### src/rtl/wb_scoreboard_pkg.sv
// Shared types and constants for the writeback register-hazard scoreboard.
// Latency: n/a (types only).
// Backpressure: n/a (types only).
package wb_scoreboard_pkg;

  localparam int NUM_ARCH_REGS = 32;
  localparam int REG_IDX_W     = 5;

  typedef logic [REG_IDX_W-1:0] reg_idx_t;

  // Dispatcher-side description of one instruction offered for issue
  typedef struct packed {
    reg_idx_t rs1;
    reg_idx_t rs2;
    logic     rs1_use;
    logic     rs2_use;
    reg_idx_t rd;
    logic     rd_we;
  } sb_iss_t;

endpackage

### src/rtl/wb_scoreboard_if.sv
// Issue/commit/flush handshake bundle between dispatcher, committer and scoreboard.
// Latency: n/a (wires only).
// Backpressure: iss_stall flows back to the dispatcher; everything else is forward.
interface wb_scoreboard_if;
  import wb_scoreboard_pkg::*;

  logic     iss_valid;
  sb_iss_t  iss;
  logic     iss_stall;
  logic     iss_fire;
  logic     cmt_valid;
  reg_idx_t cmt_rd;
  logic     cmt_rd_we;
  logic     flush;

  modport master (
    output iss_valid, iss, iss_fire, cmt_valid, cmt_rd, cmt_rd_we, flush,
    input  iss_stall
  );

  modport slave (
    input  iss_valid, iss, iss_fire, cmt_valid, cmt_rd, cmt_rd_we, flush,
    output iss_stall
  );
endinterface

### src/rtl/sb_reg_counter.sv
// Saturating up/down counter tracking pending writers of one register (or total in-flight).
// Latency: inc/dec/clr take effect on the next clock edge; err is combinational on the event.
// Backpressure: none; saturates at 0 and MAX and flags err instead of wrapping.
module sb_reg_counter #(
  parameter int MAX = 4,
  parameter int W   = 3
) (
  input  logic         clk,
  input  logic         rst,
  input  logic         inc,
  input  logic         dec,
  input  logic         clr,
  output logic [W-1:0] cnt,
  output logic         err
);

  logic at_max;
  logic at_zero;

  assign at_max  = (cnt == W'(MAX));
  assign at_zero = (cnt == '0);

  // Simultaneous inc and dec cancel; out-of-range steps hold the value
  always_ff @(posedge clk) begin
    if (rst || clr) begin
      cnt <= '0;
    end else if (inc && !dec && !at_max) begin
      cnt <= cnt + W'(1);
    end else if (dec && !inc && !at_zero) begin
      cnt <= cnt - W'(1);
    end
  end

  // Flag an attempted overflow or underflow in the cycle it is requested
  always_comb begin
    err = 1'b0;
    if (!clr) begin
      err = (inc && !dec && at_max) || (dec && !inc && at_zero);
    end
  end

endmodule

### src/rtl/wb_scoreboard.sv
// Register-hazard scoreboard gating issue into EX; optional bypass via WB_SCOREBOARD_BYPASS_EN.
// Latency: counters update on the edge after fire/commit; iss_stall is combinational from state.
// Backpressure: iss_stall on RAW hazard or when MAX_INFLIGHT reached (same-cycle commit frees a slot).
module wb_scoreboard
  import wb_scoreboard_pkg::*;
#(
  parameter  int MAX_INFLIGHT = 4,
  localparam int CNT_W        = $clog2(MAX_INFLIGHT + 1)
) (
  input  logic                     clk,
  input  logic                     rst,
  wb_scoreboard_if.slave           sb,
  output logic [NUM_ARCH_REGS-1:0] busy_vec,
  output logic [CNT_W-1:0]         inflight,
  output logic                     empty,
  output logic                     err
);

  logic [NUM_ARCH_REGS-1:0][CNT_W-1:0] cnt;
  logic [NUM_ARCH_REGS-1:0]            cnt_err;
  logic fire_eff;
  logic cmt_eff;
  logic infl_err;
  logic illegal_fire;
  logic full;
  logic hz1;
  logic hz2;
  logic byp1;
  logic byp2;
  logic [CNT_W-1:0] rs1_cnt;
  logic [CNT_W-1:0] rs2_cnt;

  // A flush wins over any issue or commit in the same cycle
  assign fire_eff = sb.iss_fire && !sb.flush;
  assign cmt_eff  = sb.cmt_valid && !sb.flush;

  // x0 is hardwired zero and never tracked
  assign cnt[0]     = '0;
  assign cnt_err[0] = 1'b0;

  for (genvar r = 1; r < NUM_ARCH_REGS; r++) begin : g_reg
    logic inc;
    logic dec;
    assign inc = fire_eff && sb.iss.rd_we && (sb.iss.rd == REG_IDX_W'(r));
    assign dec = cmt_eff && sb.cmt_rd_we && (sb.cmt_rd == REG_IDX_W'(r));

    sb_reg_counter #(.MAX(MAX_INFLIGHT), .W(CNT_W)) u_cnt (
      .clk (clk),
      .rst (rst),
      .inc (inc),
      .dec (dec),
      .clr (sb.flush),
      .cnt (cnt[r]),
      .err (cnt_err[r])
    );
  end

  // Total in-flight count shares the same saturating behaviour
  sb_reg_counter #(.MAX(MAX_INFLIGHT), .W(CNT_W)) u_inflight (
    .clk (clk),
    .rst (rst),
    .inc (fire_eff),
    .dec (cmt_eff),
    .clr (sb.flush),
    .cnt (inflight),
    .err (infl_err)
  );

  assign rs1_cnt = cnt[sb.iss.rs1];
  assign rs2_cnt = cnt[sb.iss.rs2];

`ifdef WB_SCOREBOARD_BYPASS_EN
  // Last pending writer committing now: register file forwards the data
  assign byp1 = sb.cmt_valid && sb.cmt_rd_we && (sb.cmt_rd == sb.iss.rs1) &&
                (rs1_cnt == CNT_W'(1));
  assign byp2 = sb.cmt_valid && sb.cmt_rd_we && (sb.cmt_rd == sb.iss.rs2) &&
                (rs2_cnt == CNT_W'(1));
`else
  assign byp1 = 1'b0;
  assign byp2 = 1'b0;
`endif

  // Hazards use pre-update counters so an instruction never blocks on its own rd
  always_comb begin
    hz1  = sb.iss.rs1_use && (sb.iss.rs1 != '0) && (rs1_cnt != '0) && !byp1;
    hz2  = sb.iss.rs2_use && (sb.iss.rs2 != '0) && (rs2_cnt != '0) && !byp2;
    full = (inflight == CNT_W'(MAX_INFLIGHT)) && !sb.cmt_valid;
    sb.iss_stall = sb.iss_valid && (hz1 || hz2 || full);
  end

  // Per-register busy flags derived from the registered counters
  always_comb begin
    busy_vec = '0;
    for (int r = 1; r < NUM_ARCH_REGS; r++) begin
      busy_vec[r] = (cnt[r] != '0);
    end
  end

  assign empty        = (inflight == '0);
  assign illegal_fire = fire_eff && (!sb.iss_valid || sb.iss_stall);

  // Sticky error: only reset clears it, flush leaves it standing
  always_ff @(posedge clk) begin
    if (rst) begin
      err <= 1'b0;
    end else if ((|cnt_err) || infl_err || illegal_fire) begin
      err <= 1'b1;
    end
  end

endmodule

### src/flat_wrapper.sv
// flat-port wrapper written by rule: the top's interface ports become plain ports
module wb_scoreboard_flat import wb_scoreboard_pkg::*;
#(
  parameter  int MAX_INFLIGHT = 4,
  localparam int CNT_W        = $clog2(MAX_INFLIGHT + 1)
)
  (clk, rst, busy_vec, inflight, empty, err, sb_iss_valid, sb_iss, sb_iss_fire, sb_cmt_valid, sb_cmt_rd, sb_cmt_rd_we, sb_flush, sb_iss_stall);
  wb_scoreboard_if sb_i ();
  input  logic clk;
  input  logic rst;
  output logic [NUM_ARCH_REGS-1:0] busy_vec;
  output logic [CNT_W-1:0] inflight;
  output logic empty;
  output logic err;
  input wire logic [$bits(sb_i.iss_valid)-1:0] sb_iss_valid;
  input wire logic [$bits(sb_i.iss)-1:0] sb_iss;
  input wire logic [$bits(sb_i.iss_fire)-1:0] sb_iss_fire;
  input wire logic [$bits(sb_i.cmt_valid)-1:0] sb_cmt_valid;
  input wire logic [$bits(sb_i.cmt_rd)-1:0] sb_cmt_rd;
  input wire logic [$bits(sb_i.cmt_rd_we)-1:0] sb_cmt_rd_we;
  input wire logic [$bits(sb_i.flush)-1:0] sb_flush;
  output wire logic [$bits(sb_i.iss_stall)-1:0] sb_iss_stall;
  assign sb_i.iss_valid = sb_iss_valid;
  assign sb_i.iss = sb_iss;
  assign sb_i.iss_fire = sb_iss_fire;
  assign sb_i.cmt_valid = sb_cmt_valid;
  assign sb_i.cmt_rd = sb_cmt_rd;
  assign sb_i.cmt_rd_we = sb_cmt_rd_we;
  assign sb_i.flush = sb_flush;
  assign sb_iss_stall = sb_i.iss_stall;
  wb_scoreboard #(.MAX_INFLIGHT(MAX_INFLIGHT)) u_core (.clk(clk), .rst(rst), .sb(sb_i), .busy_vec(busy_vec), .inflight(inflight), .empty(empty), .err(err));
endmodule
### config.mk
export PLATFORM = sky130hd
export DESIGN_NAME = wb_scoreboard_flat
export DESIGN_NICKNAME = d
export VERILOG_FILES = /design/src/rtl/wb_scoreboard_pkg.sv /design/src/rtl/wb_scoreboard_if.sv /design/src/rtl/sb_reg_counter.sv /design/src/rtl/wb_scoreboard.sv /design/src/flat_wrapper.sv
export SDC_FILE = /design/constraint.sdc
export NUM_CORES = 1
export LEC_CHECK = 0
export ABC_AREA = 1
export CAP_MARGIN = 15
export CORE_UTILIZATION = 60
export CTS_CLUSTER_DIAMETER = 150
export DETAILED_ROUTE_END_ITERATION = 16
export PLACE_DENSITY = 0.86
export SYNTH_ARGS = -nofsm -noshare
export SYNTH_HDL_FRONTEND = slang
export SYNTH_HIERARCHICAL = 1
export SYNTH_SLANG_ARGS = --single-unit
### constraint.sdc
create_clock -name clk -period 3.61 [get_ports clk]
set_input_delay 1.083 -clock clk [delete_from_list [all_inputs] [get_ports clk]]
set_output_delay 1.083 -clock clk [all_outputs]
set_load 0.02 [all_outputs]
-- Word-level counts from Yosys, hierarchy flattened
Cells that the tools add are included.
W data, S select, Z words.
- add/subtract/negate cells: 64
- order comparisons: 2
- eq/ne operators: 94
- mux-type cells: 100
- reduce and logical (&&, ||, !) cells: 534
- operators with widths (operator ; number):
    $logic_and A1 B1 Y1 ; 265
    $mux W3 ; 66
    $eq A5 B5 Y1 const B ; 32
    $logic_not A1 Y1 ; 131
    $reduce_bool A3 Y1 ; 33
    $add A3 B1 Y3 const B ; 32
    $eq A3 B3 Y1 const B ; 32
    $logic_not A3 Y1 ; 32
    $sub A3 B1 Y3 const B ; 32
    $eq A5 B4 Y1 const B ; 16
    $reduce_bool A2 Y1 ; 32
    $eq A5 B3 Y1 const B ; 8
    $logic_or A1 B1 Y1 ; 38
    $mux W1 ; 32
    $reduce_or A31 Y1 ; 1
    $bmux W3 S5 ; 2
    $eq A5 B2 Y1 const B ; 4
    $lt A5 B6 Y1 const B ; 2
    $eq A5 B1 Y1 const B ; 2
    $reduce_bool A5 Y1 ; 2
- bits in registers: 97
- input bits: 30
- output and inout port bits: 38

-- Logic depth before layout (Yosys ltp)
- depth in word-level cells: 12
- depth in mapped cells: 17
- gate-level depth less buffers: 16

-- Cells and area by module
Netlist, hierarchy kept.
- by module, submodules not included (module ; instances ; cells each ; area each (µm²)):
    sb_reg_counter ; 32 ; 33 ; 235.2
    wb_scoreboard ; 1 ; 457 ; 1896.8

-- Worst setup path before layout
Ideal clock, no wire load.
- kind: input port to output port
- start point: input port sb_iss[9]
- end point: output port sb_iss_stall
- arrival: 2175 ps
- required time: 2527 ps
- path slack: 352 ps
- stages on the path: 13
- buffers on the path: 1
- cell sequence: buf_2 inv_1 nor2_1 nand2_1 nand2_1 nor2_1 nor2_1 nand2_1 nand3_1 nand3_1 nand3_1 nand2_1 inv_1
- word-level cells in the longest chain between the ends: 7
- RTL lines (element ; line ; RTL):
    from (decl) ; flat_wrapper.sv:16 ; input wire logic [$bits(sb_i.iss)-1:0] sb_iss;
    $bmux W3 S5 ; wb_scoreboard.sv:70 ; assign rs2_cnt = cnt[sb.iss.rs2];
    $mux W3 (not written as such) ; wb_scoreboard.sv:70 ;
    $reduce_bool A3 Y1 ; wb_scoreboard.sv:86 ; hz2 = sb.iss.rs2_use && (sb.iss.rs2 != '0) && (rs2_cnt != '0) && !byp2;
    $logic_and A1 B1 Y1 (*) ; wb_scoreboard.sv:86 ;
    $logic_or A1 B1 Y1 (*) (2 in a row) ; wb_scoreboard.sv:88 ; sb.iss_stall = sb.iss_valid && (hz1 || hz2 || full);
    $logic_and A1 B1 Y1 (*) ; wb_scoreboard.sv:88 ;
    to (decl) ; flat_wrapper.sv:22 ; output wire logic [$bits(sb_i.iss_stall)-1:0] sb_iss_stall;
Mark *: on every way between the ends. The rest lies on a longest branch, timed or not. The select of a mux whose other input is x is not followed.

-- Worst setup path in the final report
- start point: input port sb_iss[17]
- end point: output port sb_iss_stall
- word-level cells in the longest chain between the ends: 7
- RTL lines (element ; line ; RTL):
    $bmux W3 S5 ; wb_scoreboard.sv:69 ; assign rs1_cnt = cnt[sb.iss.rs1];
    $mux W3 (not written as such) ; wb_scoreboard.sv:69 ;
    $reduce_bool A3 Y1 ; wb_scoreboard.sv:85 ; hz1 = sb.iss.rs1_use && (sb.iss.rs1 != '0) && (rs1_cnt != '0) && !byp1;
    $logic_and A1 B1 Y1 (*) ; wb_scoreboard.sv:85 ;
    $logic_or A1 B1 Y1 (*) (2 in a row) ; wb_scoreboard.sv:88 ;
    $logic_and A1 B1 Y1 (*) ; wb_scoreboard.sv:88 ;
Marks and branches as above.

==> impl_metrics.ini <==
[drt]
avgViaCountPerCell = 5.472
vias = 10770
drt_iter0_markers = 1024
first_pass_iters = 6
wl_per_cell_um = 14.64
route.detailed.drc = 0
drt_wl_total_mm = 28.82
drtAntennaViolNets = 0

[clock_tree]
cts.hold.buffers_added = 0
root_buffer = clkbuf_16
cts_tree = built
clkLatencyLatePin_ps = 360
numCtsBuffers = 9
clkSinkCount = 97
cts_buffer_depth = 2
path_clk_slew_ps = 70
htree_num_levels = 3

[setup_path]
setup.worst_path.start_class = primary input
crit_family = buffers and inverters
cp_cell_sequence = clkdlybuf4s50_1, o41ai_1, inv_1, nand3_2, nand3_2, nand2_2, inv_2, buf_6
critical_path.most_common_cell = nand3_2
cp_slowest_cell = clkdlybuf4s50_1
slowest_delay_ps = 480
path_depth = 8
crit_path_max_fanout = 2
crit_end = sb_iss_stall
arrival_ps = 2470
cp_data_required_time_ps = 2530
cp-startpoint = sb_iss[17]
worstPathBufferInverterCount = 4
cp-end-kind = output port
r2r_start = u_core/g_reg[19].u_cnt/cnt[0]$_SDFFE_PP0P_
r2r_cells = 16
path_class = in2out
worstReg2RegEnd = u_core/err$_SDFFE_PP0P_
r2r_slack_ps = 1610

[synthesis]
syn_area_per_cell_um2 = 6.229
ys_ff_latch = 97
synth.distinct_cells = 28
synthCells = 1513
syn_nets = 1575
synth_top_area_share_pct = 20.61
netlist_top_cells_area = dfxtp_1, nand2_1, nor2_4
synth_largest_area_cell = dfxtp_1
ys_warn_count = 6
syn_area_um2 = 9424
synth-seq-area-share_pct = 20.61

[global_route]
grt_usage_pct = 37.00
grt_max_degree = 65
grt_pass1_vias = 10080
antenna_found_initial = 0
overflow = 0
grt_pass1_wl_mm = 47.49

[run_status]
status = completed

[sta]
tightest_slew_ps = 844.2
fin_skew_ps = 6.133
max_freq_mhz = 281.6
min_period_ps = 3551
rsz0062_at_grt = no
hold_viol = 0
period_share_pct = 98.38
setup_viol = 0
slew-limit-headroom_pct = 43.72
final_max_slew_viol_count = 0

[run]
drv_cap = 0

[placed_design]
port-buffer-count = 66
finalWeightedCongestion = 1.026
dp_hpwl_mm = 22.33
dpl.cell_count = 1952

[power_and_ir_drop]
ir_worst_vdd_v = 0.0002294
p_per_area_nw_per_um2 = 201.3
p_leak_nw = 5.114

[floorplanning]
die_y_um = 127.3
die_area_um2 = 16210
die_x_um = 127.3
coreArea_um2 = 15260
ios = 68
start_util_pct = 61.76
fp-row-count = 45

[layout]
fin_cells = 1969
multiInputGateArea_um2 = 6745
fillCellCount = 1133
fin_nets = 1816
area_growth_pct = 27.31
drive_gt1_share_pct = 29.35
fin_util_pct = 78.63
seqCellArea_um2 = 1942
diodes = 0

[min_path]
whs_path_depth = 3
hp-class = reg2reg
cell families (layout without fill, tap and decap cells):
| family | count (synthesis) | count (layout) | synth area share (%) |
|---|---|---|---|
| AND/OR/NAND/NOR | 988 | 988 | 53.35 |
| buffers and inverters | 217 | 462 | 8.776 |
| AO/OA/AOI/OAI | 178 | 178 | 10.44 |
| flip-flops | 97 | 97 | 20.61 |
| adder cells (fa/ha/maj) | 32 | 32 | 6.798 |
| other | 1 | 1 | 0.03979 |
metrics by stage:
| step | instance area, um^2 | hold WS, ps | TNS (ps) | total power [mW] | setup WS (ps) |
|---|---|---|---|---|---|
| final | 12000 | 578.8 | 0 | 2.415 | 58.56 |
| after global routing | 12000 | 604.9 | 0 | 2.510 | 0.3624 |
| after CTS | 11910 | 576.7 | 0 | 2.417 | 16.16 |
| after detailed placement | 11590 | 561.8 | -2585 | 1.418 | -891.7 |
| after global placement | 11590 | 550.3 | -1191 | 1.412 | -851.4 |
| after floorplan | 9424 | 530.3 | 0 | 1.250 | 352.4 |
synth_stat cells:
master / count
nand2_2: 96
nor3_1: 6
nor2_2: 36
o21ai_1: 66
nand4_1: 7
o21ai_0: 6
a21oi_1: 70
nor2_4: 96
buf_2: 1
a31oi_1: 1
dfxtp_1: 97
nor2_1: 254
nor4_1: 8
clkbuf_1: 4
buf_6: 1
o41ai_1: 2
conb_1: 1
nand2_1: 312
a21boi_0: 32
buf_4: 1
inv_1: 143
buf_1: 1
fa_1: 32
nand3_2: 1
nand3_1: 171
inv_2: 66
a21oi_2: 1
or2_2: 1
state kept, by name, indices dropped and copies added, names as in the netlist:
register / flops
u_core/u_inflight/cnt: 3
u_core/g.u_cnt/cnt: 93
u_core/err: 1
per-layer routing:
metal	vias up	track usage [%]	part of all wire [%]
met4	0	20.45	5.4
met1	4924	43.87	39
met3	121	6.365	7.8
met2	485	63.55	48
met5	-	0	0
li1	5244	-	-
what timing repair did:
item,4_1_cts,5_1_grt
buffers inserted,1,1
pin swaps,2,9
resized for setup,33,37
cloned,0,0
hold endpoints to repair,0,0
setup endpoints to repair,1,9
layout by cell type (no fill, tap or decap), types with 2 or more instances in the layout:
| cell type | Yosys | layout |
|---|---|---|
| o21ai_0 | 6 | 5 |
| a21boi_0 | 32 | 32 |
| dlygate4sd2_1 | 0 | 3 |
| inv_2 | 66 | 72 |
| nor4_1 | 8 | 8 |
| inv_1 | 143 | 136 |
| clkdlybuf4s50_1 | 0 | 55 |
| dfxtp_1 | 97 | 97 |
| nor2_1 | 254 | 240 |
| nand2_1 | 312 | 311 |
| nand3_2 | 1 | 4 |
| a21oi_1 | 70 | 70 |
| clkinv_4 | 0 | 2 |
| buf_4 | 1 | 168 |
| nor2_4 | 96 | 102 |
| buf_2 | 1 | 2 |
| nor3_1 | 6 | 6 |
| nand4_1 | 7 | 7 |
| dlymetal6s2s_1 | 0 | 2 |
| buf_6 | 1 | 6 |
| nor2_2 | 36 | 44 |
| fa_1 | 32 | 32 |
| nand3_1 | 171 | 168 |
| o21ai_1 | 66 | 67 |
| nand2_2 | 96 | 97 |
| clkbuf_16 | 0 | 9 |
power breakdown:
group	internal, mW	leakage [nW]	switching, mW
clock	0.538	0.142	0.462
combinational	0.141	4.19	0.196
sequential	1.07	0.781	0.00553
worst register-to-register path: stages (launching register included):
cell,delay (ps)
dfxtp_1,380
nor2_1,290
nand2_1,200
nand2_1,90
nand2_1,50
inv_1,40
nand2_1,40
nand2_1,50
nand2_1,40
nand2_1,60
nand3_2,70
nand3_2,90
buf_4,110
buf_4,100
nand4_1,110
nand2_1,100
a21oi_2,50
cell type report:
type                       count  share of cell area [%]
clock inverter                 6                  0.5736
sequential                    97                   16.19
clock buffer                   9                   1.877
inverter                     209                   6.560
timing repair buffer         238                   16.38
multi-input combinational   1199                   56.22
tap                          211                   2.200
worst min-delay path by stage:
stage                                                    start                                         end
CTS                  u_core/g_reg[8].u_cnt/cnt[2]$_SDFFE_PP0P_   u_core/g_reg[8].u_cnt/cnt[2]$_SDFFE_PP0P_
floorplan            u_core/g_reg[5].u_cnt/cnt[2]$_SDFFE_PP0P_   u_core/g_reg[5].u_cnt/cnt[2]$_SDFFE_PP0P_
detailed placement   u_core/g_reg[8].u_cnt/cnt[2]$_SDFFE_PP0P_   u_core/g_reg[8].u_cnt/cnt[2]$_SDFFE_PP0P_
global route        u_core/g_reg[29].u_cnt/cnt[2]$_SDFFE_PP0P_  u_core/g_reg[29].u_cnt/cnt[2]$_SDFFE_PP0P_
global placement     u_core/g_reg[8].u_cnt/cnt[2]$_SDFFE_PP0P_   u_core/g_reg[8].u_cnt/cnt[2]$_SDFFE_PP0P_
finish               u_core/g_reg[8].u_cnt/cnt[2]$_SDFFE_PP0P_   u_core/g_reg[8].u_cnt/cnt[2]$_SDFFE_PP0P_
Power figures use the tool's default switching activity.
